==> src/rtl/bomb_game_seq.sv <==
// Multi-level game sequencer for the bomb-defusal board: LFSR code source, seconds
// prescaler, show/countdown/hold timing, strike counting and submodule enable control.
module bomb_game_seq #(
  parameter int CODE_W    = 5,
  parameter int LEVELS    = 3,
  parameter int TICK_DIV  = 50_000_000,
  parameter int SHOW_SECS = 5,
  parameter int BASE_SECS = 20,
  parameter int STEP_SECS = 4,
  parameter int MIN_SECS  = 8,
  parameter int MAX_MISS  = 3,
  parameter int HOLD_SECS = 3,
  localparam int LVL_W    = $clog2(LEVELS),
  localparam int MISS_W   = $clog2(MAX_MISS + 1)
) (
  input  logic              clk,
  input  logic              Rst,
  input  logic              en,
  input  logic              btn,
  input  logic              auto_restart,
  input  logic              guess_ok,
  input  logic              guess_bad,
  output logic [CODE_W-1:0] code,
  output logic [LVL_W-1:0]  level,
  output logic [7:0]        time_left,
  output logic [MISS_W-1:0] misses,
  output logic              bomb_en,
  output logic              show_en,
  output logic              input_en,
  output logic              timer_en,
  output logic              win,
  output logic              lose,
  output logic              sub_rst_n
);

  localparam int DIV_W   = $clog2(TICK_DIV);
  localparam int SEC_MAX = (SHOW_SECS > HOLD_SECS) ? SHOW_SECS : HOLD_SECS;
  localparam int SEC_W   = $clog2(SEC_MAX + 1);
  localparam int SUM_W   = SEC_W + 1;

  typedef enum logic [2:0] {
    S_OFF, S_IDLE, S_SEED, S_SHOW, S_PLAY, S_WIN, S_LOSE
  } state_t;

  state_t state, nxt;

  logic [15:0]       lfsr;
  logic              btn_q, rise, tick;
  logic [DIV_W-1:0]  div_cnt;
  logic [SEC_W-1:0]  sec_cnt;
  logic [SUM_W-1:0]  sec_sum;
  logic              show_done, hold_done;
  logic [MISS_W-1:0] miss_inc;
  logic              miss_lose, time_lose, last_lvl;
  logic              bomb_d, show_d, input_d, timer_d, win_d, lose_d, sub_rst_d;

  // Countdown for a level: BASE - level*STEP, floored at MIN, saturating at zero.
  function automatic logic [7:0] round_secs(input logic [LVL_W-1:0] lvl);
    logic [15:0] dec, rem;
    dec = 16'(lvl) * 16'(STEP_SECS);
    rem = (16'(BASE_SECS) > dec) ? 16'(BASE_SECS) - dec : 16'd0;
    if (rem < 16'(MIN_SECS)) rem = 16'(MIN_SECS);
    return rem[7:0];
  endfunction

  assign rise      = btn & ~btn_q;
  assign tick      = (div_cnt == DIV_W'(TICK_DIV - 1));
  assign sec_sum   = {1'b0, sec_cnt} + {{SEC_W{1'b0}}, tick};
  assign show_done = tick && (sec_sum == SUM_W'(SHOW_SECS));
  // Hold completion stays true once reached so a late auto_restart still restarts.
  assign hold_done = auto_restart && (sec_sum >= SUM_W'(HOLD_SECS));
  assign miss_inc  = misses + MISS_W'(1);
  assign miss_lose = guess_bad && (miss_inc == MISS_W'(MAX_MISS));
  assign time_lose = tick && (time_left == 8'd1);
  assign last_lvl  = (level == LVL_W'(LEVELS - 1));

  always_ff @(posedge clk) begin
    if (!Rst) state <= S_OFF;
    else      state <= nxt;
  end

  always_comb begin
    nxt = state;
    if (!en) begin
      nxt = S_OFF;
    end else begin
      case (state)
        S_OFF:  nxt = S_IDLE;
        S_IDLE: if (rise) nxt = S_SEED;
        S_SEED: nxt = S_SHOW;
        S_SHOW: if (show_done) nxt = S_PLAY;
        S_PLAY: begin
          if (guess_ok)                   nxt = last_lvl ? S_WIN : S_SEED;
          else if (miss_lose || time_lose) nxt = S_LOSE;
        end
        S_WIN, S_LOSE: if (rise || hold_done) nxt = S_SEED;
        default: nxt = S_OFF;
      endcase
    end
  end

  always_comb begin
    bomb_d  = 1'b0;
    show_d  = 1'b0;
    input_d = 1'b0;
    timer_d = 1'b0;
    win_d   = 1'b0;
    lose_d  = 1'b0;
    case (nxt)
      S_IDLE, S_SEED: bomb_d = 1'b1;
      S_SHOW: begin bomb_d = 1'b1; show_d = 1'b1; end
      S_PLAY: begin bomb_d = 1'b1; input_d = 1'b1; timer_d = 1'b1; end
      S_WIN:  win_d = 1'b1;
      S_LOSE: lose_d = 1'b1;
      default: ;
    endcase
    sub_rst_d = !((nxt == S_SEED) || ((nxt == S_OFF) && (state != S_OFF)));
  end

  always_ff @(posedge clk) begin
    if (!Rst) begin
      lfsr      <= 16'hACE1;
      btn_q     <= 1'b0;
      div_cnt   <= '0;
      sec_cnt   <= '0;
      code      <= '0;
      level     <= '0;
      time_left <= '0;
      misses    <= '0;
      bomb_en   <= 1'b0;
      show_en   <= 1'b0;
      input_en  <= 1'b0;
      timer_en  <= 1'b0;
      win       <= 1'b0;
      lose      <= 1'b0;
      sub_rst_n <= 1'b0;
    end else begin
      btn_q <= btn;
      if (en) lfsr <= {lfsr[14:0], lfsr[15] ^ lfsr[13] ^ lfsr[12] ^ lfsr[10]};

      if (nxt != state || tick) div_cnt <= '0;
      else                      div_cnt <= div_cnt + DIV_W'(1);
      if (nxt != state)                    sec_cnt <= '0;
      else if (sec_cnt != SEC_W'(SEC_MAX)) sec_cnt <= sec_sum[SEC_W-1:0];

      bomb_en   <= bomb_d;
      show_en   <= show_d;
      input_en  <= input_d;
      timer_en  <= timer_d;
      win       <= win_d;
      lose      <= lose_d;
      sub_rst_n <= sub_rst_d;

      // Round data: cleared in OFF, loaded leaving SEED, updated by PLAY events.
      if (nxt == S_OFF) begin
        code      <= '0;
        level     <= '0;
        time_left <= '0;
        misses    <= '0;
      end else begin
        if (nxt == S_SEED) level <= (state == S_PLAY) ? level + LVL_W'(1) : '0;
        if (state == S_SEED) begin
          code      <= lfsr[CODE_W-1:0];
          misses    <= '0;
          time_left <= round_secs(level);
        end else if (state == S_PLAY && !guess_ok) begin
          if (guess_bad) misses <= miss_inc;
          if (tick)      time_left <= time_left - 8'd1;
        end
      end
    end
  end

endmodule

==> config.mk <==
export PLATFORM = sky130hd
export DESIGN_NAME = bomb_game_seq
export DESIGN_NICKNAME = d
export VERILOG_FILES = /design/src/rtl/bomb_game_seq.sv
export SDC_FILE = /design/constraint.sdc
export NUM_CORES = 1
export LEC_CHECK = 0
export ABC_AREA = 0
export CAP_MARGIN = 10
export CORE_MARGIN = 4
export CORE_UTILIZATION = 25
export CTS_CLUSTER_SIZE = 20
export DETAILED_ROUTE_END_ITERATION = 10
export GPL_TIMING_DRIVEN = 0
export SLEW_MARGIN = 10
export SYNTH_ARGS = -nofsm -noshare
export SYNTH_HDL_FRONTEND = slang
export SYNTH_SLANG_ARGS = --single-unit
==> constraint.sdc <==
create_clock -name clk -period 3.06 [get_ports clk]
set_input_delay 0.612 -clock clk [delete_from_list [all_inputs] [get_ports clk]]
set_output_delay 0.612 -clock clk [all_outputs]
set_load 0.1 [all_outputs]
==> impl_metrics.py <==
metrics = {
    "yosys": {
        "syn-num-nets": 403,
        "ys_async_sr_fraction": 0,
        "syn_area_sq_um": 3420,
        "synth_area_leaders": "dfxtp_1 (42%), nor2_1 (5.6%), nand2_1 (5.2%)",
        "synth_edf_count": 0,
        "syn_avg_cell_area_sq_um": 8.79,
        "ys_ff_latch": 72,
        "synthCells": 389,
        "synth.top_cells.by_count": "dfxtp_1 (72), nor2_1 (51), nand2_1 (47)",
        "synth_largest_area_cell": "dfxtp_1",
        "yosys.area.top_type_share": 0.422,
        "synthFlopType": "dfxtp_1",
        "synth_seq_area_share": 0.422,
        "ys_warn_count": 0,
        "synth_cell_type_count": 53,
        "synth.most_common_cell": "dfxtp_1",
    },
    "sta": {
        "rsz0062_at_grt": "no",
        "fmax_mhz": 338,
        "hold_violations": 0,
        "period_minus_slack_ns": 2.96,
        "drv_slew": 0,
        "tightest_slew_ns": 0.993,
        "setup_viol": 0,
        "finalClockSkew_ns": 0.00700,
        "finalCritPeriodShare": 0.966,
        "slew_headroom": 0.336,
    },
    "final_layout": {
        "multi_input_area_sq_um": 1920,
        "antenna_cells": 0,
        "register_area_sq_um": 1460,
        "drive_gt1_frac": 0.139,
        "final_cell_count_no_fill": 614,
        "syn_to_final_growth_pct": 27.9,
        "fill_cells": 1378,
        "postLayoutCoreUtil": 0.329,
        "finalNetCount": 447,
    },
    "power": {
        "switching_share": 0.221,
        "pwr-share-clk": 0.506,
        "leakagePower_nw": 1.52,
        "max-vdd-ir-drop_mv": 0.234,
        "power_density_nw_per_um2": 516,
        "combPwrFrac": 0.062,
        "switching_power_uw": 498,
        "seq_power_share": 0.431,
        "internal-power_mw": 1.76,
    },
    "clock_tree": {
        "cts_hold_buf": 0,
        "root_buffer": "clkbuf_16",
        "clk_latency_ns": 0.33,
        "numCtsBuffers": 9,
        "tritoncts": "built",
        "cts_buffer_depth": 2,
        "cts.sinks": 72,
        "clk_pin_slew_worst_paths_ns": 0.06,
        "h-tree-depth": 3,
    },
    "placement": {
        "place_congestion": 0.809,
        "port_buffers": 29,
        "post-place-cells": 594,
        "hpwl_microns": 5550,
    },
    "worst_setup_path": {
        "crit_arrival_ns": 3.22,
        "cp-start-kind": "flip-flop",
        "cp.required_ns": 3.32,
        "worstReg2RegEnd": "div_cnt[0]$_SDFF_PP0_",
        "critPathKind": "flip-flop to flip-flop",
        "r2r_setup_slack_ns": 0.10,
        "r2r_cells": 12,
        "rr_startpoint": "div_cnt[14]$_SDFF_PP0_",
        "crit_fanout": 8,
        "critPathCaptureType": "flip-flop",
        "slowest_delay_ns": 0.48,
        "critPathSlowestCell": "a311o_2",
        "crit_top_cell": "ha_2",
        "crit_chain": "and4b_1 > nand4_1 > nor2_2 > ha_2 > ha_2 > nand3_2 > nand2_2 > nor4b_1 > o211ai_1 > a311o_2 > buf_4 > nor2_1",
    },
    "floorplanning": {
        "rows": 42,
        "dieHeight_microns": 125,
        "die_w_microns": 125,
        "initial_core_util": 0.257,
        "dieArea_sq_um": 15600,
        "coreArea_sq_um": 13300,
        "ios": 31,
    },
    "route": {
        "drc": 0,
        "wl_met1_microns": 3540,
        "wl_per_cell_microns": 12.5,
        "met2_length_microns": 3690,
        "totalWireLength_microns": 7650,
        "met3_wirelength_microns": 348,
        "drt_pre_antenna_iters": 4,
        "drt_iter0_drc": 130,
        "detail-route-antenna-nets": 0,
        "highest-signal-layer": "met4",
        "via_per_inst": 4.59,
        "vias": 2819,
    },
    "min_path": {
        "holdPathEnd": "code[2]$_SDFFE_PP0P_",
        "hold_start": "code[2]$_SDFFE_PP0P_",
        "min_path_cells": 2,
        "hp-class": "flip-flop to flip-flop",
    },
    "global_routing": {
        "overflow": 0,
        "grt_max_degree": 14,
        "antenna_found_initial": 0,
        "grt_pass1_wl_microns": 12500,
        "first_global_vias": 2684,
        "grt_util_all_layers": 0.0957,
    },
    "outcome": {
        "outcome": "complete, no violations",
    },
    "job": {
        "maxCapViolations": 0,
    },
}
[per-layer routing]
layer / up-vias / global-route usage
li1: 1440 / -
met1: 1305 / 0.114
met2: 65 / 0.162
met3: 9 / 0.0354
met4: 0 / 0.0268
met5: - / 0
[critical path, delay by kind of cell, from the launching register on]
family | cells | cell delay, ns
AOI/OAI and AO/OA | 2 | 0.64
buffers and inverters | 1 | 0.19
and+or+nand+nor | 7 | 1.18
adders and majority gates | 2 | 0.48
DFF | 1 | 0.38
[cell families (layout without fill, tap and decap cells)]
| group | count (synthesis) | count (layout) | share of synthesized area |
|---|---|---|---|
| compound gates | 42 | 42 | 0.0908 |
| flops | 72 | 72 | 0.422 |
| fa+ha+maj | 7 | 7 | 0.0256 |
| xor+xnor | 33 | 33 | 0.0846 |
| simple gates | 195 | 195 | 0.294 |
| buf+inv | 23 | 72 | 0.0326 |
| mux | 17 | 17 | 0.0505 |
[stage by stage]
stage	setup slack [ns]	hold WS, ns	area (sq um)	setup TNS, ns	power [mW]
2_1_floorplan	0.106	0.441	3420	0	1.09
3_3_place_gp	-0.367	0.449	3930	-9.43	1.13
3_5_place_dp	-0.418	0.454	3930	-10.88	1.13
4_1_cts	0.0111	0.454	4280	0	2.28
5_1_grt	0.0134	0.479	4370	0	2.34
6_report	0.103	0.457	4370	0	2.26
[sequential cells by signal, summed over array words and instances (netlist names), 2 cells and up]
| signal | cells |
|---|---|
| div_cnt | 26 |
| lfsr | 16 |
| time_left | 8 |
| code | 5 |
| sec_cnt | 3 |
| state | 3 |
| level | 2 |
| misses | 2 |
[power groups by stage]
| stage | logic, mW | clock network [mW] | registers [mW] |
|---|---|---|---|
| final | 0.141 | 1.14 | 0.973 |
| after global routing | 0.154 | 1.21 | 0.976 |
| after CTS | 0.135 | 1.17 | 0.974 |
| after detailed placement | 0.135 | 0 | 0.994 |
| after global placement | 0.134 | 0 | 0.994 |
| after floorplan | 0.0828 | 0 | 1.01 |
[area by class of cell]
class | instances | area share
plain buffers | 13 | 0.0175
clock buffers | 11 | 0.0555
clock inverters | 5 | 0.0197
inverters | 9 | 0.00773
multi-input cells | 294 | 0.440
flip-flops and latches | 72 | 0.334
well taps | 176 | 0.0504
repair buffers | 34 | 0.0750
[repair_timing]
action / CTS / global route
pin swaps: 2 / 8
setup buffers: 1 / 3
cloned: 0 / 1
gates resized for setup: 6 / 24
endpoints found under the setup margin: 37 / 29
[cells in the final DEF (no fill, tap or decap), types with 3 or more instances in the layout]
cell type and n:
mux2i_1 15, and2_1 5, nor4_1 3, xor2_1 20, dfxtp_2 7, nand2b_1 4
nor2b_1 13, nor2_1 50, a21oi_1 15, clkdlybuf4s50_1 29, clkbuf_1 5, dfxtp_4 3
and3_1 7, o21ai_0 7, nand4_1 10, inv_1 9, nor3_1 10, clkbuf_16 9
or3_1 5, nand3_1 18, dfxtp_1 62, buf_4 10, xnor2_1 13, nand2_1 46
o211ai_1 4, ha_1 4, inv_6 3
[worst max path at each step]
stage / from / endpoint / slack (ns) / cells past startpoint
6_report: div_cnt[14]$_SDFF_PP0_ / div_cnt[0]$_SDFF_PP0_ / 0.10 / 12
5_1_grt: div_cnt[25]$_SDFF_PP0_ / div_cnt[0]$_SDFF_PP0_ / 0.01 / 12
4_1_cts: div_cnt[1]$_SDFF_PP0_ / div_cnt[16]$_SDFF_PP0_ / 0.01 / 13
3_5_place_dp: div_cnt[0]$_SDFF_PP0_ / div_cnt[17]$_SDFF_PP0_ / -0.42 / 14
3_3_place_gp: div_cnt[0]$_SDFF_PP0_ / div_cnt[19]$_SDFF_PP0_ / -0.37 / 14
2_1_floorplan: div_cnt[0]$_SDFF_PP0_ / div_cnt[19]$_SDFF_PP0_ / 0.11 / 14
Power figures use the tool's default switching activity.
